**src/rtl/pe_array_sequencer.sv**
```systemverilog
`default_nettype none
// ============================================================================
//  Module      : pe_array_sequencer
//  Description : Issue-side sequencer for the 16-lane bit-serial PE array.
//                Accepts one instruction at a time (ALU op, neighbour move
//                or NOP) and drives the broadcast control bus that all PE
//                blocks consume in lockstep.
//  Revision    : 1.0 - initial release
// ============================================================================
module pe_array_sequencer #(
   parameter int LENGTH = 32,
   parameter int AW     = 10
) (
   input  logic          clk,
   input  logic          reset,
   input  logic          ins_valid,
   output logic          ins_ready,
   input  logic [2:0]    ins_kind,
   input  logic [3:0]    ins_op,
   input  logic [AW-1:0] ins_srca,
   input  logic [AW-1:0] ins_srcb,
   input  logic [AW-1:0] ins_dst,
   output logic [AW-1:0] addra,
   output logic [AW-1:0] addrb,
   output logic          wea,
   output logic          web,
   output logic [3:0]    alu_sel,
   output logic [6:0]    count,
   output logic          east,
   output logic          west,
   output logic          south,
   output logic          north,
   output logic          busy,
   output logic          done
);

   typedef enum logic [1:0] {
      S_IDLE     = 2'd0,
      S_ALU_RUN  = 2'd1,
      S_MOVE_RUN = 2'd2
   } state_t;

   // Last step index of each run: ALU has 2*LENGTH compute steps plus 4 drain
   localparam logic [6:0] c_alu_last  = 7'(2 * LENGTH + 3);
   localparam logic [6:0] c_move_last = 7'(LENGTH - 1);
   localparam logic [6:0] c_alu_steps = 7'(2 * LENGTH);

   state_t        r_state, w_state_nxt;
   logic [6:0]    r_step,  w_step_nxt;
   logic [2:0]    r_kind,  w_kind_nxt;
   logic [3:0]    r_op,    w_op_nxt;
   logic [AW-1:0] r_srca,  w_srca_nxt;
   logic [AW-1:0] r_srcb,  w_srcb_nxt;
   logic [AW-1:0] r_dst,   w_dst_nxt;

   logic [AW-1:0] r_addra, w_addra_nxt;
   logic [AW-1:0] r_addrb, w_addrb_nxt;
   logic          r_wea,   w_wea_nxt;
   logic          r_web,   w_web_nxt;
   logic [3:0]    r_alu_sel, w_alu_sel_nxt;
   logic [6:0]    r_count, w_count_nxt;
   logic [3:0]    r_dir,   w_dir_nxt;     // {north, south, west, east}
   logic          r_done,  w_done_nxt;
   logic          r_busy;
   logic          r_ins_ready;

   logic [AW-1:0] w_half;                 // bit index i = step >> 1
   logic [AW-1:0] w_pair;                 // row offset 2j of the move pair

   // Next-state / next-output logic. Outputs are computed from the step that
   // will be presented next cycle so every output comes straight off a flop.
   always_comb begin
      w_state_nxt   = r_state;
      w_step_nxt    = r_step;
      w_kind_nxt    = r_kind;
      w_op_nxt      = r_op;
      w_srca_nxt    = r_srca;
      w_srcb_nxt    = r_srcb;
      w_dst_nxt     = r_dst;
      w_done_nxt    = 1'b0;
      w_addra_nxt   = r_addra;
      w_addrb_nxt   = r_addrb;
      w_wea_nxt     = 1'b0;
      w_web_nxt     = 1'b0;
      w_alu_sel_nxt = 4'd0;
      w_count_nxt   = 7'd0;
      w_dir_nxt     = 4'd0;
      w_half        = '0;
      w_pair        = '0;

      case (r_state)
         S_IDLE: begin
            if (ins_valid) begin
               w_kind_nxt = ins_kind;
               w_op_nxt   = ins_op;
               w_srca_nxt = ins_srca;
               w_srcb_nxt = ins_srcb;
               w_dst_nxt  = ins_dst;
               w_step_nxt = 7'd0;
               if (ins_kind == 3'd0) begin
                  w_state_nxt = S_ALU_RUN;
               end else if (ins_kind <= 3'd4) begin
                  w_state_nxt = S_MOVE_RUN;
               end else begin
                  w_done_nxt = 1'b1;     // NOP completes immediately
               end
            end
         end
         S_ALU_RUN: begin
            if (r_step == c_alu_last) begin
               w_state_nxt = S_IDLE;
               w_done_nxt  = 1'b1;
            end else begin
               w_step_nxt = r_step + 7'd1;
            end
         end
         S_MOVE_RUN: begin
            if (r_step == c_move_last) begin
               w_state_nxt = S_IDLE;
               w_done_nxt  = 1'b1;
            end else begin
               w_step_nxt = r_step + 7'd1;
            end
         end
         default: w_state_nxt = S_IDLE;
      endcase

      w_half = AW'(w_step_nxt[6:1]);
      w_pair = AW'({w_step_nxt[6:1], 1'b0});

      case (w_state_nxt)
         S_ALU_RUN: begin
            w_count_nxt   = w_step_nxt;
            w_alu_sel_nxt = w_op_nxt;
            if (w_step_nxt < c_alu_steps) begin
               if (!w_step_nxt[0]) begin
                  // read step: fetch bit i of both operands
                  w_addra_nxt = w_srca_nxt + w_half;
                  w_addrb_nxt = w_srcb_nxt + w_half;
               end else begin
                  // write step: result bit i through port A
                  w_addra_nxt = w_dst_nxt + w_half;
                  w_wea_nxt   = 1'b1;
               end
            end
         end
         S_MOVE_RUN: begin
            w_addra_nxt = w_srca_nxt + w_pair;
            w_addrb_nxt = w_srca_nxt + w_pair + AW'(1);
            if (w_step_nxt[0]) begin
               w_wea_nxt = 1'b1;
               w_web_nxt = 1'b1;
               case (w_kind_nxt)
                  3'd1:    w_dir_nxt = 4'b0001;
                  3'd2:    w_dir_nxt = 4'b0010;
                  3'd3:    w_dir_nxt = 4'b0100;
                  3'd4:    w_dir_nxt = 4'b1000;
                  default: w_dir_nxt = 4'b0000;
               endcase
            end
         end
         default: ;
      endcase
   end

   // State, latched instruction and registered control outputs
   always_ff @(posedge clk) begin
      if (!reset) begin
         r_state     <= S_IDLE;
         r_step      <= 7'd0;
         r_kind      <= 3'd0;
         r_op        <= 4'd0;
         r_srca      <= '0;
         r_srcb      <= '0;
         r_dst       <= '0;
         r_addra     <= '0;
         r_addrb     <= '0;
         r_wea       <= 1'b0;
         r_web       <= 1'b0;
         r_alu_sel   <= 4'd0;
         r_count     <= 7'd0;
         r_dir       <= 4'd0;
         r_done      <= 1'b0;
         r_busy      <= 1'b0;
         r_ins_ready <= 1'b1;
      end else begin
         r_state     <= w_state_nxt;
         r_step      <= w_step_nxt;
         r_kind      <= w_kind_nxt;
         r_op        <= w_op_nxt;
         r_srca      <= w_srca_nxt;
         r_srcb      <= w_srcb_nxt;
         r_dst       <= w_dst_nxt;
         r_addra     <= w_addra_nxt;
         r_addrb     <= w_addrb_nxt;
         r_wea       <= w_wea_nxt;
         r_web       <= w_web_nxt;
         r_alu_sel   <= w_alu_sel_nxt;
         r_count     <= w_count_nxt;
         r_dir       <= w_dir_nxt;
         r_done      <= w_done_nxt;
         r_busy      <= (w_state_nxt != S_IDLE);
         r_ins_ready <= (w_state_nxt == S_IDLE);
      end
   end

   assign ins_ready = r_ins_ready;
   assign addra     = r_addra;
   assign addrb     = r_addrb;
   assign wea       = r_wea;
   assign web       = r_web;
   assign alu_sel   = r_alu_sel;
   assign count     = r_count;
   assign east      = r_dir[0];
   assign west      = r_dir[1];
   assign south     = r_dir[2];
   assign north     = r_dir[3];
   assign busy      = r_busy;
   assign done      = r_done;

endmodule
`default_nettype wire

```
**config.mk**
```make
export PLATFORM = sky130hd
export DESIGN_NAME = pe_array_sequencer
export DESIGN_NICKNAME = d
export VERILOG_FILES = /design/src/rtl/pe_array_sequencer.sv
export SDC_FILE = /design/constraint.sdc
export NUM_CORES = 1
export LEC_CHECK = 0
export BUFFER_PORTS_ARGS = -buffer_cell sky130_fd_sc_hd__buf_2
export CAP_MARGIN = 10
export CORE_MARGIN = 3
export CORE_UTILIZATION = 45
export DETAILED_ROUTE_END_ITERATION = 8
export GPL_TIMING_DRIVEN = 0
export PLACE_DENSITY_LB_ADDON = 0.2
export SYNTH_ARGS = -nofsm -noshare
export SYNTH_HDL_FRONTEND = slang
export SYNTH_SLANG_ARGS = --single-unit
```
**constraint.sdc**
```tcl
create_clock -name clk -period 5.15 [get_ports clk]
set_clock_uncertainty 0.1 [all_clocks]
set_input_delay 0.2575 -clock clk [delete_from_list [all_inputs] [get_ports clk]]
set_output_delay 0.2575 -clock clk [all_outputs]
set_load 0.02 [all_outputs]
```
==> results.md <==
* Final Power at around 1.9 mW
* Syn Nets at ~700
* Starting DRT DRC Count at around 320
* Met1 Use GR at 32.5%
* Ports at 80
* Share of the clock period used by the worst path at 93.8%
* Top cells by area, synth: dfxtp_1, mux2i_1, nand2_1, a21oi_1, ha_1
* Die ar. at between 10000 and 15000 µm²
* Leakage at between 2 and 3 nW
* IO Port Bufs at 79
* Starting density of the core at 46.9%
* Post-CTS Setup Bufs at 0
* RSZ-0062 raised after global routing: false
* Share of cells above drive strength 1 at 19.2%
* Gpl congestion at just over 0.9
* FF+latch area at between 1500 and 2000 µm²
* Setup TNS at 0 ps
* Largest net degree at the start of global routing at 16
* Synth warnings at 0
* Mapped cell area at just over 5000 µm²
* # Max-Cap Violations at 0
* Worst setup path category: reg -> reg
* Async SR Flop Fraction at 0%
* Top post-synthesis cells by count: dfxtp_1, nand2_1, nor2_1, a21oi_1, mux2i_1
* Yosys top cell by area: dfxtp_1
* CP Cell Sequence: buf_2 -> nor3b_2 -> clkbuf_4 -> buf_4 -> clkbuf_4 -> mux2i_1 -> inv_1 -> ha_1 -> buf_4 -> nand2_1 -> a31oi_1 -> a21oi_1 -> a21oi_1 -> xnor2_1 -> or4_1 -> a311oi_1
* Worst path arrival time at approximately 5000 ps
* Crit Path Max Fanout at 19
* Via Count at about 5000
* Drt pass-1 iters at 5
* Worst-case clock buffer depth at 2
* Global routing met3 resource utilization at ~4.2%
* Max-slew headroom at about 36%
* Layout area overhead at 17.1%
* Synth cell types at 81
* Status: finished, final reports clean
* Core area at roughly 11000 µm²
* Clock transition at path regs at 70 ps
* Slew Limit Fails at 0
* H-Tree Depth at 3
* Max incr delay on CP at ~620 ps
* Gr busiest metal: met2
* Hold WC Path Type: in -> reg
* Syn Inst Count at 624
* Initial antenna violation count at 0
* Final #Nets at around 770
* # DRC at 0
* #FFs+latches synth at 86
* Crit-path slowest cell: or4_1
* Avg Vias per Cell at between 5 and 6
* DP HPWL at around 12000 µm
* Final core occ at 54.9%
* Most common cell in the netlist: dfxtp_1
* Grt ovf at 0
* WP data required at 5310 ps
* Final instance area at 6050 µm²
* Layout Cells excl Fill at approximately 860
* Critical Path Sink Type: register
* First-pass GRT wire length at ~24000 µm
* Cells after DPL at between 800 and 900
* Die H at 113 µm
* Min Tclk post-route at ~4800 ps
* Fill count at between 1000 and 1500
* Top-area cell type share of the netlist area at 33.3%
* Syn_area_per_cell at a little over 8 µm²
* Post-route ant nets at 0
* Cell Pwr Density at between 300 and 400 nW/µm²
* Clock root buffer: clkbuf_16
* CTS Hold Buffers Added at 0
* Post-synth EDFFs at 0
* Setup crit start kind: register
* Worst-skew pair later-pin latency at between 300 and 400 ps
* Chip Width at about 110 µm
* Tightest Pin Transition at about 950 ps
* Vias in the first global route at 4667
* CTS tree: done
* Sequential area share after synthesis at between 30% and 40%
* Maximum VDD drop at between 0.15 and 0.2 mV
* Setup violations, final at 0
* GR Util met2 at 39.7%
* Post-place instance area at between 5000 and 6000 µm²
* Routed wire length at 15700 µm
* Top_reg_cell synth: dfxtp_1
* CTS Sinks at 86
* Footprint of the multi-input gates at 3220 µm²
* Ant. Diodes at 0
* Fmax at between 200 and 250 MHz
* GRT Total Usage at 24.7%
* TritonCTS buffer count at 9
* Std cell rows at 38
* Final hold vios at 0
* Wire per inst at about 18 µm
-- per-stage QoR --
step / setup slack (ps) / hold WS (ps)
after floorplan: 792 / 252
after global placement: -162 / 339
after detailed placement: -286 / 346
after CTS: 95.6 / 45.6
after global routing: 98.3 / 63.2
final: 319 / 58.6
-- path summary, 6_finish.rpt --
kind / start / endpoint / depth (start not counted) / slack (ps)
worst max-delay path: r_state[0] / addrb[8] / 16 / 320
worst max register to register: r_state[0] / addrb[8] / 16 / 320
worst min-delay path: ins_op[2] / r_op[2] / 3 / 60
worst min register to register: addra[0] / addra[0] / 2 / 350
-- flip-flops by register name (all words and copies together) (netlist names) --
| register | flops |
|---|---|
| r_srcb | 10 |
| addrb | 10 |
| r_op | 4 |
| alu_sel | 4 |
| busy | 1 |
| r_step | 7 |
| web | 1 |
| r_dir | 4 |
| r_kind | 3 |
| addra | 10 |
| ins_ready | 1 |
| r_srca | 10 |
| count | 7 |
| done | 1 |
| r_state | 2 |
| r_dst | 10 |
| wea | 1 |
-- placed cells by master, fill, tap and decap left out, drive strengths merged, types with 5 or more instances in the layout --
master	count
buf	87
or3	8
nor3b	6
a21o	6
a31oi	10
ha	20
nand2b	5
nor2	67
o31ai	5
mux2i	37
clkinv	5
o21ai	28
dfxtp	86
nand3	17
a21oi	56
and2	13
and3	16
o22ai	5
a211oi	14
nor3	14
clkbuf	30
inv	21
xor2	5
nand2	74
nor2b	5
xnor2	17
-- repair_timing --
action	4_1_cts	5_1_grt
gates resized for setup	2	4
cloned	0	0
endpoints found under the setup margin	4	4
-- power by group --
| part | internal, mW | total (mW) | switching [mW] |
|---|---|---|---|
| clock | 0.392 | 0.671 | 0.279 |
| sequential | 0.714 | 0.733 | 0.0197 |
| combinational | 0.172 | 0.485 | 0.313 |
| total | 1.28 | 1.89 | 0.612 |
-- critical path: cells and delay by family (launching register included) --
| kind | cells | cell delay [ps] |
|---|---|---|
| buf+inv | 6 | 1510 |
| simple gates | 3 | 1020 |
| compound gates | 4 | 960 |
| flops | 1 | 320 |
| mux | 1 | 290 |
| fa+ha+maj | 1 | 280 |
| xor+xnor | 1 | 220 |
-- kinds of logic (layout without fill, tap and decap cells) --
kind of cell    after synthesis  after routing  synth area share, %
xor+xnor                     23             23                 4.19
buf+inv                      52            145                 4.50
mux                          43             43                 8.98
simple gates                237            237                 22.3
compound gates              160            160                 21.1
fa+ha+maj                    23             23                 5.61
flops                        86             86                 33.3
-- layer usage --
layer	vias to the layer above	wire length [µm]
met4	0	510
met1	2333	6960
met5	-	0
li1	2428	-
met2	169	7290
met3	27	961
-- layout make-up --
class	instances	share of cell area [%]
plain buffers	29	2.50
multi-input cells	486	53.2
repair buffers	79	6.53
flip-flops and latches	86	28.4
inverters	21	1.30
well taps	140	2.89
clock inverters	6	1.16
clock buffers	10	3.95
Power figures use the tool's default switching activity.
